`src/rtl/dvsd_div_pkg.sv`:
```
// Shared definitions for the 16/8 restoring divider: widths, FSM states, error code.
package dvsd_div_pkg;

    // Default divisor/quotient/remainder width; dividend is twice this wide.
    localparam int DW_DEF = 8;

    // Quotient value reported when the result is not meaningful.
    localparam logic [DW_DEF-1:0] ERR_Q_DEF = {DW_DEF{1'b1}};

    // Step counter width for the default width.
    localparam int CNT_W_DEF = $clog2(DW_DEF + 1);

    typedef enum logic [1:0] {
        IDLE = 2'd0,
        RUN  = 2'd1,
        DONE = 2'd2
    } state_t;

    // Counter width able to hold 0..w.
    function automatic int cnt_width(input int w);
        return $clog2(w + 1);
    endfunction

endpackage

```
`src/rtl/compressor3to2.sv`:
```
// 3:2 compressor (full adder) cell: three equally weighted bits in, sum and carry out.
module compressor3to2 (
    input  logic a,
    input  logic b,
    input  logic cin,
    output logic sum,
    output logic carry
);

    assign sum   = a ^ b ^ cin;
    assign carry = (a & b) | (a & cin) | (b & cin);

endmodule

```
`src/rtl/dvsd_div_step.sv`:
```
// One restoring-division step: trial-subtract the divisor from the shifted partial
// remainder and keep the difference only when it did not borrow.
module dvsd_div_step #(
    parameter int DW = 8
) (
    input  logic [DW:0]   r_prime,   // partial remainder after shifting in the next dividend bit
    input  logic [DW-1:0] divisor,
    output logic [DW-1:0] r_next,    // R < divisor afterwards, so the top bit is always 0
    output logic          qbit
);

    logic [DW:0]   divisor_inv;
    logic [DW:0]   diff;
    logic [DW+1:0] carry;
    logic          unused_diff_top;

    // A + ~B + 1 computes A - B; a carry out of the top bit means no borrow, i.e. A >= B.
    assign divisor_inv = ~{1'b0, divisor};
    assign carry[0]    = 1'b1;

    generate
        for (genvar gi = 0; gi <= DW; gi++) begin : g_sub
            compressor3to2 u_cell (
                .a     (r_prime[gi]),
                .b     (divisor_inv[gi]),
                .cin   (carry[gi]),
                .sum   (diff[gi]),
                .carry (carry[gi+1])
            );
        end
    endgenerate

    // When the subtraction succeeds the difference is below the divisor, so its top bit is zero.
    assign unused_diff_top = diff[DW];

    assign qbit   = carry[DW+1];
    assign r_next = qbit ? diff[DW-1:0] : r_prime[DW-1:0];

endmodule

```
`src/rtl/dvsd_16d8_div.sv`:
```
// Sequential restoring divider: 2*DW-bit dividend / DW-bit divisor, one quotient bit
// per clock, valid/ready handshakes on both sides, divide-by-zero and overflow flags.
module dvsd_16d8_div
    import dvsd_div_pkg::*;
#(
    parameter int            DW    = DW_DEF,
    parameter logic [DW-1:0] ERR_Q = {DW{1'b1}}
) (
    input  logic            clk,
    input  logic            rst_n,
    input  logic            in_valid,
    output logic            in_ready,
    input  logic [2*DW-1:0] dividend,
    input  logic [DW-1:0]   divisor,
    output logic            out_valid,
    input  logic            out_ready,
    output logic [DW-1:0]   quotient,
    output logic [DW-1:0]   remainder,
    output logic            div_zero,
    output logic            ovf
);

    localparam int CW = cnt_width(DW);

    state_t          state_q, state_d;
    logic [CW-1:0]   cnt_q, cnt_d;
    logic [DW-1:0]   rem_q, rem_d;          // partial remainder; its (DW+1)th bit is always 0
    logic [DW-1:0]   shift_q, shift_d;      // dividend low half out at MSB, quotient bits in at LSB
    logic [DW-1:0]   divisor_q, divisor_d;
    logic [DW-1:0]   quotient_q, quotient_d;
    logic [DW-1:0]   remainder_q, remainder_d;
    logic            div_zero_q, div_zero_d;
    logic            ovf_q, ovf_d;

    logic [DW:0]     r_prime;
    logic [DW-1:0]   r_next;
    logic            qbit;
    logic [DW-1:0]   shift_after;

    assign r_prime     = {rem_q, shift_q[DW-1]};
    assign shift_after = {shift_q[DW-2:0], qbit};

    dvsd_div_step #(.DW(DW)) u_step (
        .r_prime (r_prime),
        .divisor (divisor_q),
        .r_next  (r_next),
        .qbit    (qbit)
    );

    // Next-state, datapath and result-register updates.
    always_comb begin
        state_d     = state_q;
        cnt_d       = cnt_q;
        rem_d       = rem_q;
        shift_d     = shift_q;
        divisor_d   = divisor_q;
        quotient_d  = quotient_q;
        remainder_d = remainder_q;
        div_zero_d  = div_zero_q;
        ovf_d       = ovf_q;

        case (state_q)
            IDLE: begin
                if (in_valid) begin
                    div_zero_d = 1'b0;
                    ovf_d      = 1'b0;
                    cnt_d      = '0;
                    divisor_d  = divisor;
                    if (divisor == '0) begin
                        state_d     = DONE;
                        div_zero_d  = 1'b1;
                        quotient_d  = ERR_Q;
                        remainder_d = dividend[DW-1:0];
                    end else if (dividend[2*DW-1:DW] >= divisor) begin
                        // Quotient would need more than DW bits.
                        state_d     = DONE;
                        ovf_d       = 1'b1;
                        quotient_d  = ERR_Q;
                        remainder_d = dividend[DW-1:0];
                    end else begin
                        state_d = RUN;
                        rem_d   = dividend[2*DW-1:DW];
                        shift_d = dividend[DW-1:0];
                    end
                end
            end

            RUN: begin
                rem_d   = r_next;
                shift_d = shift_after;
                cnt_d   = cnt_q + CW'(1);
                if (cnt_q == CW'(DW - 1)) begin
                    state_d     = DONE;
                    quotient_d  = shift_after;
                    remainder_d = r_next;
                end
            end

            DONE: begin
                if (out_ready) begin
                    state_d = IDLE;
                end
            end

            default: begin
                state_d = IDLE;
            end
        endcase
    end

    // State and datapath registers; reset abandons any operation in flight.
    always_ff @(posedge clk or negedge rst_n) begin
        if (!rst_n) begin
            state_q     <= IDLE;
            cnt_q       <= '0;
            rem_q       <= '0;
            shift_q     <= '0;
            divisor_q   <= '0;
            quotient_q  <= '0;
            remainder_q <= '0;
            div_zero_q  <= 1'b0;
            ovf_q       <= 1'b0;
        end else begin
            state_q     <= state_d;
            cnt_q       <= cnt_d;
            rem_q       <= rem_d;
            shift_q     <= shift_d;
            divisor_q   <= divisor_d;
            quotient_q  <= quotient_d;
            remainder_q <= remainder_d;
            div_zero_q  <= div_zero_d;
            ovf_q       <= ovf_d;
        end
    end

    assign in_ready  = (state_q == IDLE);
    assign out_valid = (state_q == DONE);
    assign quotient  = quotient_q;
    assign remainder = remainder_q;
    assign div_zero  = div_zero_q;
    assign ovf       = ovf_q;

endmodule

```
`config.mk`:
```
export PLATFORM = sky130hd
export DESIGN_NAME = dvsd_16d8_div
export DESIGN_NICKNAME = d
export VERILOG_FILES = /design/src/rtl/dvsd_div_pkg.sv /design/src/rtl/compressor3to2.sv /design/src/rtl/dvsd_div_step.sv /design/src/rtl/dvsd_16d8_div.sv
export SDC_FILE = /design/constraint.sdc
export NUM_CORES = 1
export LEC_CHECK = 0
export ABC_AREA = 1
export CORE_ASPECT_RATIO = 1.25
export CORE_UTILIZATION = 55
export CTS_BUF_LIST = sky130_fd_sc_hd__clkbuf_4 sky130_fd_sc_hd__clkbuf_8
export DETAILED_ROUTE_END_ITERATION = 16
export PLACE_DENSITY = 0.83
export SYNTH_ARGS = -nofsm -noshare
export SYNTH_HDL_FRONTEND = slang
export SYNTH_SLANG_ARGS = --single-unit
```
`constraint.sdc`:
```
create_clock -name clk -period 4.2 [get_ports clk]
set_input_delay 0.42 -clock clk [delete_from_list [all_inputs] [get_ports clk]]
set_output_delay 0.42 -clock clk [all_outputs]
set_load 0.1 [all_outputs]
```
Word-level counts from Yosys, hierarchy flattened
Cells that the tools add are included.
W data, S select, Z words.
Cells by class
  $add $sub $neg: 1
  $lt $le $gt $ge: 1
  eq/ne operators: 9
  muxes and demuxes: 30
  bitwise operators: 60
  reductions and logical operators: 8
Operator list (number)
  $mux W8: 15
  $pmux W8 S2: 4
  $and A1 B1 Y1: 25
  $or A1 B1 Y1: 18
  $xor A1 B1 Y1: 15
  $mux W2: 5
  $not A8 Y9: 1
  $ge A8 B8 Y1: 1
  $logic_not A8 Y1: 1
  $ne A2 B2 Y1 const B: 4
  $pmux W4 S2: 1
  $reduce_and A4 Y1: 2
  $pmux W2 S3: 1
  $add A4 B1 Y4 const B: 1
  $eq A4 B3 Y1 const B: 1
  $mux W4: 1
  $reduce_and A2 Y1: 2
  $mux W1: 3
  $ne A3 B1 Y1 const B: 1
  $reduce_and A3 Y1: 1
  $eq A2 B1 Y1 const B: 1
  $eq A2 B2 Y1 const B: 1
  $logic_not A2 Y1: 1
  $ne A2 B1 Y1 const B: 1
  other kinds (2): 2
Storage, ports and cells
  bits in registers: 48
  input port bits: 28
  output and inout port bits: 20
  word-level logic and storage cells: 118

Longest topological paths before layout
  depth after elaboration: 31
  gate-level depth with buffers: 17
  mapped depth without buffers: 17

Hierarchy
From an unflattened synthesis, not the netlist that was laid out.
Second synthesis, totals
  cells, all modules: 364
  area, all modules: 2807.7 µm²
Modules (own cells, without submodules)
  dvsd_16d8_div: instances 1, cells each 320, area an instance 2488.6 µm², seq. area each 1201.2 µm²
  compressor3to2: instances 9, cells each 1, area an instance 20.0 µm², seq. area each 0.0 µm²
  dvsd_div_step: instances 1, cells each 35, area an instance 138.9 µm², seq. area each 0.0 µm²

Worst setup path after synthesis
No wires, ideal clock.
  path kind: reg-to-reg
  start: register divisor_q[0]
  end: register remainder_q[7] (netlist: remainder[7])
  library setup time: 121 ps
  arrival: 3661 ps
  required time: 4079 ps
  setup slack: 418 ps
  cell stages (with the launch flop): 14
  path buffers: 0
  period minus slack after synthesis: 3782 ps
  cells stage by stage: dfrtp_1 -> ha_1 -> fa_1 -> fa_1 -> fa_1 -> fa_1 -> fa_1 -> fa_1 -> inv_1 -> fa_1 -> a22oi_1 -> nand2_1 -> nand3_1 -> nand2_1
Between the ends
  longest elaborated chain between the ends: 31
  elaborated cells on any way between the ends: 40
  classes of those cells: 3 x mux; 37 x bitwise
RTL lines
  start, declared: line dvsd_16d8_div.sv:29  | logic [DW-1:0] divisor_q, divisor_d;
  start signal, assigned: line dvsd_16d8_div.sv:128  | divisor_q <= divisor_d;
  $not A8 Y9 (*): line dvsd_div_step.sv:18  | assign divisor_inv = ~{1'b0, divisor};
  $and A1 B1 Y1: line compressor3to2.sv:11  | assign carry = (a & b) | (a & cin) | (b & cin);
  $or A1 B1 Y1: line compressor3to2.sv:11
  $or A1 B1 Y1 (*): line compressor3to2.sv:11
  $and A1 B1 Y1: line compressor3to2.sv:11
  $or A1 B1 Y1: line compressor3to2.sv:11
  $or A1 B1 Y1 (*): line compressor3to2.sv:11
  $and A1 B1 Y1: line compressor3to2.sv:11
  (+13 left out)
  $or A1 B1 Y1 (*): line compressor3to2.sv:11
  $and A1 B1 Y1: line compressor3to2.sv:11
  $or A1 B1 Y1 (2 in a row): line compressor3to2.sv:11
  $and A1 B1 Y1: line compressor3to2.sv:11
  $or A1 B1 Y1 (2 in a row): line compressor3to2.sv:11
  $mux W8 (*): line dvsd_div_step.sv:37  | assign r_next = qbit ? diff[DW-1:0] : r_prime[DW-1:0];
  $mux W8 (*): line dvsd_16d8_div.sv:92  | if (cnt_q == CW'(DW - 1)) begin
  $pmux W8 S2 (*): line dvsd_16d8_div.sv:62  | case (state_q)
  end signal, assigned: line dvsd_16d8_div.sv:130  | remainder_q <= remainder_d;
  end, declared: line dvsd_16d8_div.sv:31  | logic [DW-1:0] remainder_q, remainder_d;
Every way passes the cells marked *; elsewhere a longest branch is shown, timed or not. The select of a mux whose other input is x is not followed.
A chain may end at the register's enable or synchronous reset.

Worst setup path in the final report
  start: register shift_q[7]
  end: register remainder_q[0] (netlist: remainder[0])
Between the ends
  longest elaborated chain between the ends: 30
  elaborated cells on any way between the ends: 40
  classes of those cells: 3 x mux; 37 x bitwise
RTL lines
  start, declared: line dvsd_16d8_div.sv:28  | logic [DW-1:0] shift_q, shift_d;
  start signal, assigned: line dvsd_16d8_div.sv:127  | shift_q <= shift_d;
  $and A1 B1 Y1: line compressor3to2.sv:11
  $or A1 B1 Y1 (2 in a row): line compressor3to2.sv:11
  $and A1 B1 Y1: line compressor3to2.sv:11
  $or A1 B1 Y1 (2 in a row): line compressor3to2.sv:11
  $and A1 B1 Y1: line compressor3to2.sv:11
  $or A1 B1 Y1 (2 in a row): line compressor3to2.sv:11
  $and A1 B1 Y1: line compressor3to2.sv:11
  $or A1 B1 Y1 (2 in a row): line compressor3to2.sv:11
  (+7 left out)
  $or A1 B1 Y1 (2 in a row): line compressor3to2.sv:11
  $and A1 B1 Y1: line compressor3to2.sv:11
  $or A1 B1 Y1 (2 in a row): line compressor3to2.sv:11
  $and A1 B1 Y1: line compressor3to2.sv:11
  $or A1 B1 Y1 (2 in a row): line compressor3to2.sv:11
  $mux W8 (*): line dvsd_div_step.sv:37
  $mux W8 (*): line dvsd_16d8_div.sv:92
  $pmux W8 S2 (*): line dvsd_16d8_div.sv:62
Marked as above.

==> run metrics <==
Crit. Startpoint=shift_q[7]; outcome=complete, no violations; mux cell area share after synthesis=0%; Synth area leaders=dfrtp_1 (43%), nand2_1 (16%), nand3_1 (5.8%); Placer Congestion=0.922; initial antenna violation count=0; crit path max-delay cell type=dfrtp_1; FF-to-FF Start=shift_q[7]; Post-Synth Simple-Gate Area=30.9%; CP bufs+invs=3; WS Path Type=reg -> reg; Post-CTS Hold Buffers=0; Synth Area in Compound Gates=8.00%; Tcrit/Tclk final=93.8%; CP startpoint kind=register; sequential fraction of the synthesis area=43.4%; unrepaired setup endpoints after global routing=false; Clock transition at path regs=0.08 ns; top cells by count, synth=nand2_1 (120), dfrtp_1 (48), inv_1 (37); final setup vio count=0; Syn-to-layout area delta=21.0%; final-report hold violation count=0; CP endpoint kind=register; max cap viols=0; Top delay family on crit path=adder cells; top cell type's share of synthesized area=43.4%; Slew Viols, Final=0; root buffer cell=clkbuf_8; Rel. slew slack=30.5%; share of layout cells above drive strength 1=10.6%; vias per cell=5.37; Max Freq=254 MHz; Avg Cell Area, Syn=8.02 um^2; count leader, synth=nand2_1; Max Root-Sink Buffers=2; # IOs=48; first-pass GRT wire length=10400 um; Post-synth EDFFs=0; largest net degree at the start of global routing=49; Final Skew=0.00416 ns; count of different cell masters after synthesis=30; M1 GR Usage=32.7%; Yosys reg bits=48; Sink Count=48; Main synth FF type=dfrtp_1; critical path arrival=4.14 ns; grt ovf=0; Worst-Margin Slew=1.04 ns; die height=81.3 um; Die X-Extent=65.5 um; total negative slack=0 ns; Yosys top cell by area=dfrtp_1; cell area after synthesis=2770 um^2; Synth Warn #=0; crit-path most repeated cell=fa_1; worst hold-check path type=in -> async; Iter 0 DRT Violations=137; CTS HTree Levels=2; largest family of logic cells by synthesized area=simple AND/OR/NAND/NOR gates; final net count=431; total CTS buffers=5; slowest stage delay, CP=0.39 ns; Port Buffer Count=47; crit-path max FO=9; row cnt=28; clock latency on the worst-skew pair=0.30 ns; Final ANT Viol Nets=0; routed via count=2395; hpwl dp=4320 um; Initial DRT Pass Iterations=4; effective utilization at floorplan=57.7%; synthesized net count=390; core area=4800 um^2; ys async rst share=100%; GR peak layer=met2; DRC viols=0; Post-Syn Instances=345; WL/cell=13.5 um; Die ar.=5320 um^2; fin crit period=3.94 ns; vias in the first global route=2327; crit-path cells=inv_1, ha_1, fa_1, fa_1, fa_2, fa_2, fa_1, fa_1, inv_1, fa_1, nor2_2, inv_1, nor2_4, a21oi_2, o21ai_0, nand3_1, nand2_1; post-synthesis adder-cell area fraction=9.58%; CTS tree=built; Synth Area in XOR/XNOR=0%; Critical Path RT=4.40 ns; met3 Resource Use GR=3.93%; Total GRT Usage=25.8%; Total Wirelength=6010 um; GR Util met2=42.3%; n_diodes=0
==> cell type report <==
type                            instances  area [um^2]
Clock buffer                            6         76.3
Clock inverter                          1         5.00
Fill cell                             429         1450
Inverter                               38          143
Multi-Input combinational cell        246         1380
Sequential cell                        48         1200
Tap cell                               60         75.1
Timing Repair Buffer                   47          465
==> worst reg2reg max path: cells and delay by family (launching register included) <==
family | cells | cell delay (ns)
AOI/OAI and AO/OA | 2 | 0.28
adders and majority gates | 8 | 2.58
buffers and inverters | 3 | 0.23
DFF | 1 | 0.39
and+or+nand+nor | 4 | 0.34
==> registers in the layout, summed over array words and instances (netlist names) <==
| name | count |
|---|---|
| cnt_q | 4 |
| div_zero | 1 |
| divisor_q | 8 |
| ovf | 1 |
| quotient | 8 |
| rem_q | 8 |
| remainder | 8 |
| shift_q | 8 |
| state_q | 2 |
==> cells by family after synthesis <==
kind of cell	Yosys count
and+or+nand+nor	190
buffers and inverters	51
AOI/OAI and AO/OA	39
DFF	48
adders and majority gates	17
==> final timing paths <==
kind	cells past startpoint	slack, ns	to
worst max-delay path	17	0.26	remainder[0]
worst min-delay path	1	0.30	quotient[0]
worst max register to register	17	0.26	remainder[0]
worst min register to register	2	0.48	shift_q[1]
max in group asynchronous	1	3.27	rem_q[7]
min in group clk	2	0.48	shift_q[1]
==> repair_timing <==
action                     CTS  global route
buffers inserted             0             0
setup endpoints to repair    0            15
hold endpoints to repair     0             0
resized for setup            0            11
==> layout by cell type (no fill, tap or decap), types with 2 or more instances in the layout <==
master	netlist	layout
clkbuf_8	0	5
o21bai_1	2	2
nand2_1	120	120
dfrtp_1	48	48
a21oi_1	10	3
nor2_1	7	7
a21oi_2	1	8
fa_1	7	5
ha_1	10	10
nor2_2	3	2
nor2_4	1	2
o21ai_0	20	20
clkdlybuf4s50_1	0	46
nand2_4	2	2
nor3_1	9	9
inv_1	37	37
nand3_1	32	32
fa_2	0	2
nand2_2	12	12
==> metal layers <==
metal,share of wire (%),vias to the layer above,wire length [um]
met5,0,-,0
met4,2.8,0,167
met3,4.6,14,279
met2,49,84,2950
met1,43,1124,2610
li1,-,1173,-
==> through the flow <==
stage,std cells,setup slack [ns],cell area (um^2),utilization [%],hold slack [ns]
3_5_place_dp,439,0.147,3230,67.2,0.458
5_1_grt,446,0.0490,3350,69.8,0.371
2_1_floorplan,345,0.418,2770,-,0.124
4_1_cts,446,0.129,3310,68.9,0.333
3_3_place_gp,439,0.217,3230,67.2,0.453
6_report,446,0.261,3350,69.8,0.299
Power is not shown: default switching activity piles up to over one toggle a cycle in this logic, so the estimate is an artifact.
